--- config.mk ---
export PLATFORM = sky130hd
export DESIGN_NAME = cci_mpf_prim_track_multi_beat
export DESIGN_NICKNAME = d
export VERILOG_FILES = /design/src/rtl/cci_mpf_prim_track_pkg.sv /design/src/rtl/cci_mpf_prim_lutram.sv /design/src/rtl/cci_mpf_prim_track_multi_beat_cnt.sv /design/src/rtl/cci_mpf_prim_track_multi_beat.sv
export SDC_FILE = /design/constraint.sdc
export NUM_CORES = 1
export LEC_CHECK = 0
export ABC_AREA = 1
export CAP_MARGIN = 20
export CELL_PAD_IN_SITES_DETAIL_PLACEMENT = 1
export CELL_PAD_IN_SITES_GLOBAL_PLACEMENT = 1
export CORE_UTILIZATION = 53
export DETAILED_ROUTE_END_ITERATION = 8
export PLACE_DENSITY_LB_ADDON = 0.1
export REMOVE_ABC_BUFFERS = 1
export SETUP_SLACK_MARGIN = 0.15
export SYNTH_ARGS = -nofsm -noshare
export SYNTH_HDL_FRONTEND = slang
export SYNTH_HIERARCHICAL = 1
export SYNTH_SLANG_ARGS = --single-unit
--- constraint.sdc ---
create_clock -name clk -period 7.7 [get_ports clk]
set_input_delay 1.54 -clock clk [delete_from_list [all_inputs] [get_ports clk]]
set_output_delay 1.54 -clock clk [all_outputs]
set_load 0.05 [all_outputs]
--- src/rtl/cci_mpf_prim_track_pkg.sv ---
// Shared types for the multi-beat request/response tracker.
package cci_mpf_prim_track_pkg;

    localparam int TRACK_N_BEAT_BITS = 2;

    typedef logic [TRACK_N_BEAT_BITS-1:0] t_track_beat;

    typedef enum logic {
        TRACK_INIT,
        TRACK_RUN
    } t_track_state;

endpackage

--- src/rtl/cci_mpf_prim_lutram.sv ---
// Simple dual-port LUTRAM: registered read address, asynchronous read data,
// one write port. Contents are not initialised.
module cci_mpf_prim_lutram
  #(
    parameter int N_ENTRIES = 32,
    parameter int N_DATA_BITS = 8
    )
   (
    input  logic clk,

    input  logic [$clog2(N_ENTRIES)-1:0] raddr,
    output logic [N_DATA_BITS-1:0] rdata,

    input  logic wen,
    input  logic [$clog2(N_ENTRIES)-1:0] waddr,
    input  logic [N_DATA_BITS-1:0] wdata
    );

    logic [N_DATA_BITS-1:0] mem [N_ENTRIES];
    logic [$clog2(N_ENTRIES)-1:0] raddr_q;

    always_ff @(posedge clk) begin
        raddr_q <= raddr;
        if (wen) begin
            mem[waddr] <= wdata;
        end
    end

    assign rdata = mem[raddr_q];

endmodule

--- src/rtl/cci_mpf_prim_track_multi_beat_cnt.sv ---
// Beat counter memory for the tracker: T1 eop/sop/beat computation with a
// T2->T1 bypass, and the T2 write-back of the updated count.
module cci_mpf_prim_track_multi_beat_cnt
    import cci_mpf_prim_track_pkg::*;
  #(
    parameter int N_ENTRIES = 128,
    parameter int N_BEAT_BITS = 2
    )
   (
    input  logic clk,
    input  logic reset,

    input  logic sweep_en,
    input  logic [$clog2(N_ENTRIES)-1:0] sweep_idx,

    input  logic [$clog2(N_ENTRIES)-1:0] rsp_idx,

    input  logic t1_en,
    input  logic [$clog2(N_ENTRIES)-1:0] t1_idx,
    input  logic t1_packed,
    input  logic [N_BEAT_BITS-1:0] t1_len,
    input  logic t1_valid,

    output logic hit,
    output logic sop,
    output logic eop,
    output logic [N_BEAT_BITS-1:0] beat,

    output logic t2_close,
    output logic [$clog2(N_ENTRIES)-1:0] t2_idx
    );

    logic [N_BEAT_BITS-1:0] cnt_rd;
    logic [N_BEAT_BITS-1:0] cnt_cur;
    logic [N_BEAT_BITS-1:0] cnt_next;
    logic [N_BEAT_BITS-1:0] t2_cnt;
    logic t2_wen;
    logic t2_eop;
    logic byp;

    logic ram_wen;
    logic [$clog2(N_ENTRIES)-1:0] ram_waddr;
    logic [N_BEAT_BITS-1:0] ram_wdata;

    always_comb begin
        ram_wen = sweep_en || t2_wen;
        ram_waddr = sweep_en ? sweep_idx : t2_idx;
        ram_wdata = sweep_en ? '0 : t2_cnt;
    end

    cci_mpf_prim_lutram
      #(
        .N_ENTRIES(N_ENTRIES),
        .N_DATA_BITS(N_BEAT_BITS)
        )
      cnt_ram
       (
        .clk(clk),
        .raddr(rsp_idx),
        .rdata(cnt_rd),
        .wen(ram_wen),
        .waddr(ram_waddr),
        .wdata(ram_wdata)
        );

    // The T2 write lands after the T1 read, so a beat following directly on
    // the same tag must take the in-flight count and valid state instead.
    always_comb begin
        byp = t2_wen && (t2_idx == t1_idx);
        cnt_cur = byp ? t2_cnt : cnt_rd;
        hit = t1_valid && !(byp && t2_eop);
        eop = t1_packed || (cnt_cur == t1_len);
        sop = t1_packed || (cnt_cur == '0);
        beat = t1_packed ? t1_len : cnt_cur;
        cnt_next = eop ? '0 : cnt_cur + 1'b1;
    end

    always_ff @(posedge clk) begin
        if (reset) begin
            t2_wen <= 1'b0;
        end
        else begin
            t2_wen <= t1_en && hit;
        end
        t2_idx <= t1_idx;
        t2_cnt <= cnt_next;
        t2_eop <= eop;
    end

    assign t2_close = t2_wen && t2_eop;

endmodule

--- src/rtl/cci_mpf_prim_track_multi_beat.sv ---
// Multi-beat request/response tracker: records packet length per tag and
// annotates each response beat with SOP, EOP and beat index.
module cci_mpf_prim_track_multi_beat
    import cci_mpf_prim_track_pkg::*;
  #(
    parameter int N_ENTRIES = 128,
    parameter int N_BEAT_BITS = 2
    )
   (
    input  logic clk,
    input  logic reset,
    output logic rdy,

    input  logic req_en,
    input  logic [$clog2(N_ENTRIES)-1:0] req_idx,
    input  logic [N_BEAT_BITS-1:0] req_len,

    input  logic rsp_en,
    input  logic [$clog2(N_ENTRIES)-1:0] rsp_idx,
    input  logic rsp_packed,

    output logic out_en,
    output logic [$clog2(N_ENTRIES)-1:0] out_idx,
    output logic out_sop,
    output logic out_eop,
    output logic [N_BEAT_BITS-1:0] out_beat,
    output logic [N_BEAT_BITS-1:0] out_len,

    output logic [$clog2(N_ENTRIES+1)-1:0] outstanding,
    output logic idle,
    output logic err_req_busy,
    output logic err_rsp_idle
    );

    localparam int IDX_BITS = $clog2(N_ENTRIES);

    t_track_state state;
    t_track_state state_next;
    logic [IDX_BITS-1:0] sweep_idx;
    logic sweep_en;

    logic [N_ENTRIES-1:0] valid;

    logic req_q_en;
    logic [IDX_BITS-1:0] req_q_idx;
    logic [N_BEAT_BITS-1:0] req_q_len;
    logic req_busy;
    logic req_inc;

    logic t1_en;
    logic [IDX_BITS-1:0] t1_idx;
    logic t1_packed;
    logic [N_BEAT_BITS-1:0] t1_len;

    logic hit;
    logic sop;
    logic eop;
    logic [N_BEAT_BITS-1:0] beat;
    logic t2_close;
    logic [IDX_BITS-1:0] t2_idx;

    always_ff @(posedge clk) begin
        if (reset) begin
            state <= TRACK_INIT;
            sweep_idx <= '0;
        end
        else begin
            state <= state_next;
            if (state == TRACK_INIT) begin
                sweep_idx <= sweep_idx + 1'b1;
            end
        end
    end

    always_comb begin
        state_next = state;
        case (state)
            TRACK_INIT: if (&sweep_idx) state_next = TRACK_RUN;
            TRACK_RUN:  state_next = TRACK_RUN;
            default:    state_next = TRACK_INIT;
        endcase
    end

    assign rdy = (state == TRACK_RUN);
    assign sweep_en = (state == TRACK_INIT);

    always_ff @(posedge clk) begin
        if (reset) begin
            req_q_en <= 1'b0;
            t1_en <= 1'b0;
        end
        else begin
            req_q_en <= req_en && rdy;
            t1_en <= rsp_en && rdy;
        end
        req_q_idx <= req_idx;
        req_q_len <= req_len;
        t1_idx <= rsp_idx;
        t1_packed <= rsp_packed;
    end

    cci_mpf_prim_lutram
      #(
        .N_ENTRIES(N_ENTRIES),
        .N_DATA_BITS(N_BEAT_BITS)
        )
      len_ram
       (
        .clk(clk),
        .raddr(rsp_idx),
        .rdata(t1_len),
        .wen(req_q_en),
        .waddr(req_q_idx),
        .wdata(req_q_len)
        );

    cci_mpf_prim_track_multi_beat_cnt
      #(
        .N_ENTRIES(N_ENTRIES),
        .N_BEAT_BITS(N_BEAT_BITS)
        )
      cnt
       (
        .clk(clk),
        .reset(reset),
        .sweep_en(sweep_en),
        .sweep_idx(sweep_idx),
        .rsp_idx(rsp_idx),
        .t1_en(t1_en),
        .t1_idx(t1_idx),
        .t1_packed(t1_packed),
        .t1_len(t1_len),
        .t1_valid(valid[t1_idx]),
        .hit(hit),
        .sop(sop),
        .eop(eop),
        .beat(beat),
        .t2_close(t2_close),
        .t2_idx(t2_idx)
        );

    // A tag closing at T2 in the same cycle is free for the new request.
    assign req_busy = valid[req_q_idx] && !(t2_close && (t2_idx == req_q_idx));
    assign req_inc = req_q_en && !req_busy;

    always_ff @(posedge clk) begin
        if (sweep_en) begin
            valid[sweep_idx] <= 1'b0;
        end
        else begin
            if (t2_close) valid[t2_idx] <= 1'b0;
            if (req_q_en) valid[req_q_idx] <= 1'b1;
        end
    end

    always_ff @(posedge clk) begin
        if (reset) begin
            out_en <= 1'b0;
            out_idx <= '0;
            out_sop <= 1'b0;
            out_eop <= 1'b0;
            out_beat <= '0;
            out_len <= '0;
            outstanding <= '0;
            err_req_busy <= 1'b0;
            err_rsp_idle <= 1'b0;
        end
        else begin
            out_en <= t1_en;
            if (t1_en) begin
                out_idx <= t1_idx;
                out_sop <= hit ? sop : 1'b1;
                out_eop <= hit ? eop : 1'b1;
                out_beat <= hit ? beat : '0;
                out_len <= hit ? t1_len : '0;
                if (!hit) err_rsp_idle <= 1'b1;
            end
            if (req_q_en && req_busy) err_req_busy <= 1'b1;

            if (req_inc && !t2_close && (outstanding != '1)) begin
                outstanding <= outstanding + 1'b1;
            end
            else if (!req_inc && t2_close && (outstanding != '0)) begin
                outstanding <= outstanding - 1'b1;
            end
        end
    end

    assign idle = (outstanding == '0) && !t1_en && !out_en;

endmodule

* After elaboration in Yosys (flattened, before gate mapping) *
Memories as Yosys holds them, arrays and structs flattened. A register that Yosys moved wholly into a read port is not among the register bits.
Cells that the tools add are included.

operators by class
  add/subtract/negate cells = 4
  multiply operators = 0
  divide/modulo/power cells = 0
  order comparisons = 7
  eq/ne operators = 4
  shifts and indexed selects = 0
  mux-type cells = 30
  bitwise operators = 7
  reduce and logical (&&, ||, !) cells = 36

operators with widths
  kind                   number
  $mux W128              4
  $and A128 B128 Y128    2
  $not A128 Y128         2
  $or A128 B128 Y128     1
  $lt A7 B8 Y1 const B   4
  $demux W1 S7           3
  $ge A7 B1 Y1 const B   3
  $logic_and A1 B1 Y1    20
  $mux W8                2
  $bmux W1 S7            2
  $eq A7 B7 Y1           2
  $mux W1                12
  $mux W2                5
  $add A8 B1 Y8 const B  1
  $logic_not A8 Y1       1
  $ne A8 B8 Y1 const B   1
  $reduce_bool A8 Y1     1
  $sub A8 B1 Y8 const B  1
  $add A7 B1 Y7 const B  1
  $logic_not A1 Y1       7
  $mux W7                1
  $reduce_and A7 Y1      1
  $logic_or A1 B1 Y1     3
  $add A2 B1 Y2 const B  1
  other kinds (6)        7

storage, ports and cells
  bits in registers = 190
  bits in latches = 0
  memory bits (writable) = 512
  memory bits (read-only) = 0
  bits of input ports = 21
  output and inout bits = 26
  memories kept = 2

memory list
  name             depth  bits a word  rd ports  clocked after memory_dff  wr ports  line                       RTL
  cnt.cnt_ram.mem  128    2            1         1                         1         cci_mpf_prim_lutram.sv:19  logic [N_DATA_BITS-1:0] mem [N_ENTRIES];
  len_ram.mem      128    2            1         1                         1         cci_mpf_prim_lutram.sv:19

* Depth between registers and ports, before layout *
  word-level depth = 11
  depth in mapped cells = 28
  gate-level depth less buffers = 26

* By module *
The synthesis kept the hierarchy.

modules (own cells, without submodules)
  module                             times used  cells each  area each (um2)  seq. area each (um2)
  cci_mpf_prim_lutram                2           1046        11195.7          7827.5
  cci_mpf_prim_track_multi_beat      1           1486        10159.7          3583.4
  cci_mpf_prim_track_multi_beat_cnt  1           134         752.0            220.2

* Worst setup path before layout *
Ideal clock, no wire load.

  path type = register to register
  start point = reg state (netlist: rdy)
  end point = mem cnt/cnt_ram/mem[0][0] in the netlist's numbering (data pin)
  library setup time = 0.804 ns
  data arrival time = 4.485 ns
  required time = 6.896 ns
  slack = 2.410 ns
  cell stages (with the launch flop) = 6
  period minus slack after synthesis = 5.290 ns
  cell sequence = dfxtp_1 > clkbuf_1 > inv_1 > buf_1 > clkbuf_1 > nor2_1

on the way
  word-level cells in the longest chain between the ends = 1

ends and longest elaborated chain
  what                      line                                     RTL
  start: declaration        cci_mpf_prim_track_multi_beat.sv:37      t_track_state state;
  start signal: assignment  cci_mpf_prim_track_multi_beat.sv:68      state <= state_next;
  $mux W2                   cci_mpf_prim_track_multi_beat_cnt.sv:48  ram_wdata = sweep_en ? '0 : t2_cnt;
  via cnt.ram_wdata[0]      cci_mpf_prim_track_multi_beat_cnt.sv:43  logic [N_BEAT_BITS-1:0] ram_wdata;
  end: declaration          cci_mpf_prim_lutram.sv:19

The timed path passes the listed nets, and every way through them passes these cells.

* Final worst setup path *
  start point = reg req_q_idx[0]
  end point = reg outstanding[7]

on the way
  word-level cells in the longest chain between the ends = 10

ends and longest elaborated chain
  what                                                                 line                                  RTL
  start: declaration                                                   cci_mpf_prim_track_multi_beat.sv:45   logic [IDX_BITS-1:0] req_q_idx;
  start signal: assignment                                             cci_mpf_prim_track_multi_beat.sv:96   req_q_idx <= req_idx;
  parallel branches: the longest is 3 deep, another holds $bmux W1 S7  -
  $logic_and A1 B1 Y1 *                                                cci_mpf_prim_track_multi_beat.sv:143  assign req_busy = valid[req_q_idx] && !(t2_close && (t2_idx == req_q_idx));
  $logic_not A1 Y1 *                                                   cci_mpf_prim_track_multi_beat.sv:144  assign req_inc = req_q_en && !req_busy;
  $logic_and A1 B1 Y1 *                                                cci_mpf_prim_track_multi_beat.sv:144
  $logic_not A1 Y1                                                     cci_mpf_prim_track_multi_beat.sv:183  else if (!req_inc && t2_close && (outstanding != '0)) begin
  $logic_and A1 B1 Y1 (2 in a row)                                     cci_mpf_prim_track_multi_beat.sv:183
  $reduce_bool A2 Y1 (no source line)                                  -
  end signal: assignment                                               cci_mpf_prim_track_multi_beat.sv:181  outstanding <= outstanding + 1'b1;
  end signal: assignment                                               cci_mpf_prim_track_multi_beat.sv:184  outstanding <= outstanding - 1'b1;
  end: declaration                                                     cci_mpf_prim_track_multi_beat.sv:29   output logic [$clog2(N_ENTRIES+1)-1:0] outstanding,

Mark *: on every way between the ends. The select of a mux whose other input is x is not followed.
A chain may end at the register's enable or synchronous reset.

==> flow_metrics.tcl <==
set metrics [dict create \
    status "completed" \
    antenna_found_initial 1 \
    worstSetupStartpointType "register" \
    tightest_slew_ps 1180 \
    grt_overflow 0 \
    row_count 91 \
    hold_path_startpoint "out_len[1]" \
    gp_congestion 0.922 \
    fin_area_um2 36500 \
    clock_sinks 716 \
    r2r-start "req_q_idx[0]" \
    die_h_um 253 \
    insertedDiodeCount 0 \
    numCtsBuffers 77 \
    grtUsageMet2 0.602 \
    area_growth_pct 9.49 \
    async_reset_ff_frac 0 \
    ant_nets 0 \
    finalSetupViolCount 0 \
    die_area_um2 63800 \
    io_pins 47 \
    crit_start "req_q_idx[0]" \
    yosysWarnings 6 \
    rrSetupSlack_ps 2910 \
    crit_type "reg -> reg" \
    slew_violations 0 \
    p_leak_nw 13.2 \
    gr-usage-met1 0.458 \
    mostFrequentLayoutCell "nand2_1" \
    finalCriticalPeriod_ps 4790 \
    critPathTopFamily "simple AND/OR/NAND/NOR gates" \
    layout_common_cells "nand2_1, nand3_1, edfxtp_1" \
    peakVddDrop_v 0.000189 \
    period_share 0.622 \
    path_common_cell "nand2_1" \
    cts_root_buf "clkbuf_16" \
    grt_first_pass_wirelength_um 173000 \
    cts_resized 0 \
    wl_um 114000 \
    clk_latency_ps 640 \
    synth_area_um2 33300 \
    worst-path-buf-inv 2 \
    num-nets-final 3690 \
    reg2reg_to "outstanding[7]" \
    busiest_layer "met2" \
    cpPeakStageDelay_ps 670 \
    max_freq_mhz 209 \
    powerDensity_nw_per_um2 231 \
    grt_pass1_vias 29300 \
    dp_hpwl_um 70300 \
    grtUsageTotal 0.358 \
    syn_avg_cell_area_um2 8.97 \
    via_per_inst 6.21 \
    cts_hold_buf 0 \
    ys_seq_area_frac 0.584 \
    tns_ps 0 \
    cts_setup_buffers 0 \
    fin_skew_ps 25.8 \
    cts_tree "done" \
    rsz0062_at_grt "no" \
    ys.flop_type "edfxtp_1" \
    finalHoldViolCount 0 \
    start_util 0.538 \
    cp_slowest_cell "dfxtp_4" \
    critPathArrivalTime_ps 5320 \
    synth_edf_count 512 \
    first_iter_violations 2653 \
    endpoint "outstanding[7]" \
    clockBufferDepth 3 \
    fill_cells 7153 \
    max-slew-margin-rel 0.208 \
    h-tree-depth 3 \
    route.detailed.drc 0 \
    drt-pass1-iter-count 6 \
    reg2reg_depth 25 \
    drv_cap 0 \
    end_kind "register" \
    cp.required_ps 8230 \
    path_depth 25 \
    synth.distinct_cells 51 \
    ys_ff_latch 716 \
    hold_class "reg -> reg" \
    design.core.area_um2 61900 \
    use_met3 0.0562 \
    grt_start_max_net_pins 105 \
    num_vias 28300 \
    final_layout_size_suffix_gt1_frac 0.0529 \
    clkTransAtPathRegs_ps 60 \
    io_buffers 46 \
    path_max_fanout 49 \
    die_x_um 253 \
    wire_per_inst_um 25.0 \
    place_area_um2 34000 \
    synthCells 3712 \
]
## flip-flops by register name (all words and copies together) (netlist names), 2 cells and up, named ones only
name,count
cnt/cnt_ram/mem,256
cnt/t2_cnt,2
cnt/t2_idx,7
len_ram/mem,256
out_beat,2
out_idx,7
out_len,2
outstanding,8
req_q_idx,7
req_q_len,2
sweep_idx,7
t1_idx,7
valid,128
## where the power goes
group / internal (mW) / switching [mW]
sequential: 4.12 / 0.0500
clock: 2.12 / 1.58
combinational: 0.138 / 0.414
total: 6.38 / 2.04
## area by class of cell
cell class	count	area, um^2	share of cell area
flip-flops and latches	716	19500	0.534
multi-input cells	2524	11700	0.322
clock buffers	102	2080	0.0571
well taps	837	1050	0.0287
inverters	261	985	0.0270
repair buffers	79	708	0.0194
clock inverters	40	423	0.0116
## per-layer routing
layer,vias to the layer above,wire [um]
met5,-,0
met4,0,4880
met3,310,8930
met2,1292,55400
met1,14100,44900
li1,12600,-
## cells in the mapped netlist (7+ instances only)
library cell  instances  area [um^2]
a21oi_1              64          320
a221oi_1              9         78.8
a31oi_1              23          144
buf_1                12         45.0
buf_2                38          190
buf_4                56          420
buf_6                11          124
clkbuf_1             93          349
dfxtp_1             204         4080
edfxtp_1            512        15400
ha_1                  9          113
inv_1               252          946
inv_2                 8         30.0
nand2_1             961         3610
nand2_2               7         43.8
nand3_1             551         2760
nand4_1               7         43.8
nor2_1              429         1610
nor3_1               40          200
o21ai_0             234         1170
o221ai_1            118         1030
or2_1                 8         50.1
## metrics by stage
step           cells  setup slack, ps  power (mW)  hold WS [ps]   util
2_1_floorplan   3501             1150        4.55           396      -
3_3_place_gp    4417             3400        4.75           456  0.548
3_5_place_dp    4417             3190        4.78           465  0.548
4_1_cts         4559             2990        8.45           475  0.589
5_1_grt         4559             2640        8.63           502  0.589
6_report        4559             2910        8.42           471  0.589
## cell families (layout without fill, tap and decap cells)
logic type	Yosys count	count (layout)	synth area share
AND/OR/NAND/NOR	2024	2024	0.255
buffers and inverters	472	482	0.0638
AO/OA/AOI/OAI	482	482	0.0912
adder cells (fa/ha/maj)	10	10	0.00398
flip-flops	716	716	0.584
XOR/XNOR	8	8	0.00210
## worst reg2reg max path: cells and delay by family (launching register included)
family	cells	cell delay, ps
compound gates	5	870
fa+ha+maj	1	500
buf+inv	2	650
flops	1	670
simple gates	17	1990
## worst min-delay path by stage
stage                          to  slack (ps)  cells after the start
CTS                    out_len[1]         470                      2
global placement      out_beat[0]         460                      2
global route           out_len[1]         500                      2
detailed placement     out_len[1]         460                      2
floorplan           cnt/t2_idx[5]         400                      0
finish                 out_len[1]         470                      2
Note: power is estimated with default switching activity, not from simulation.
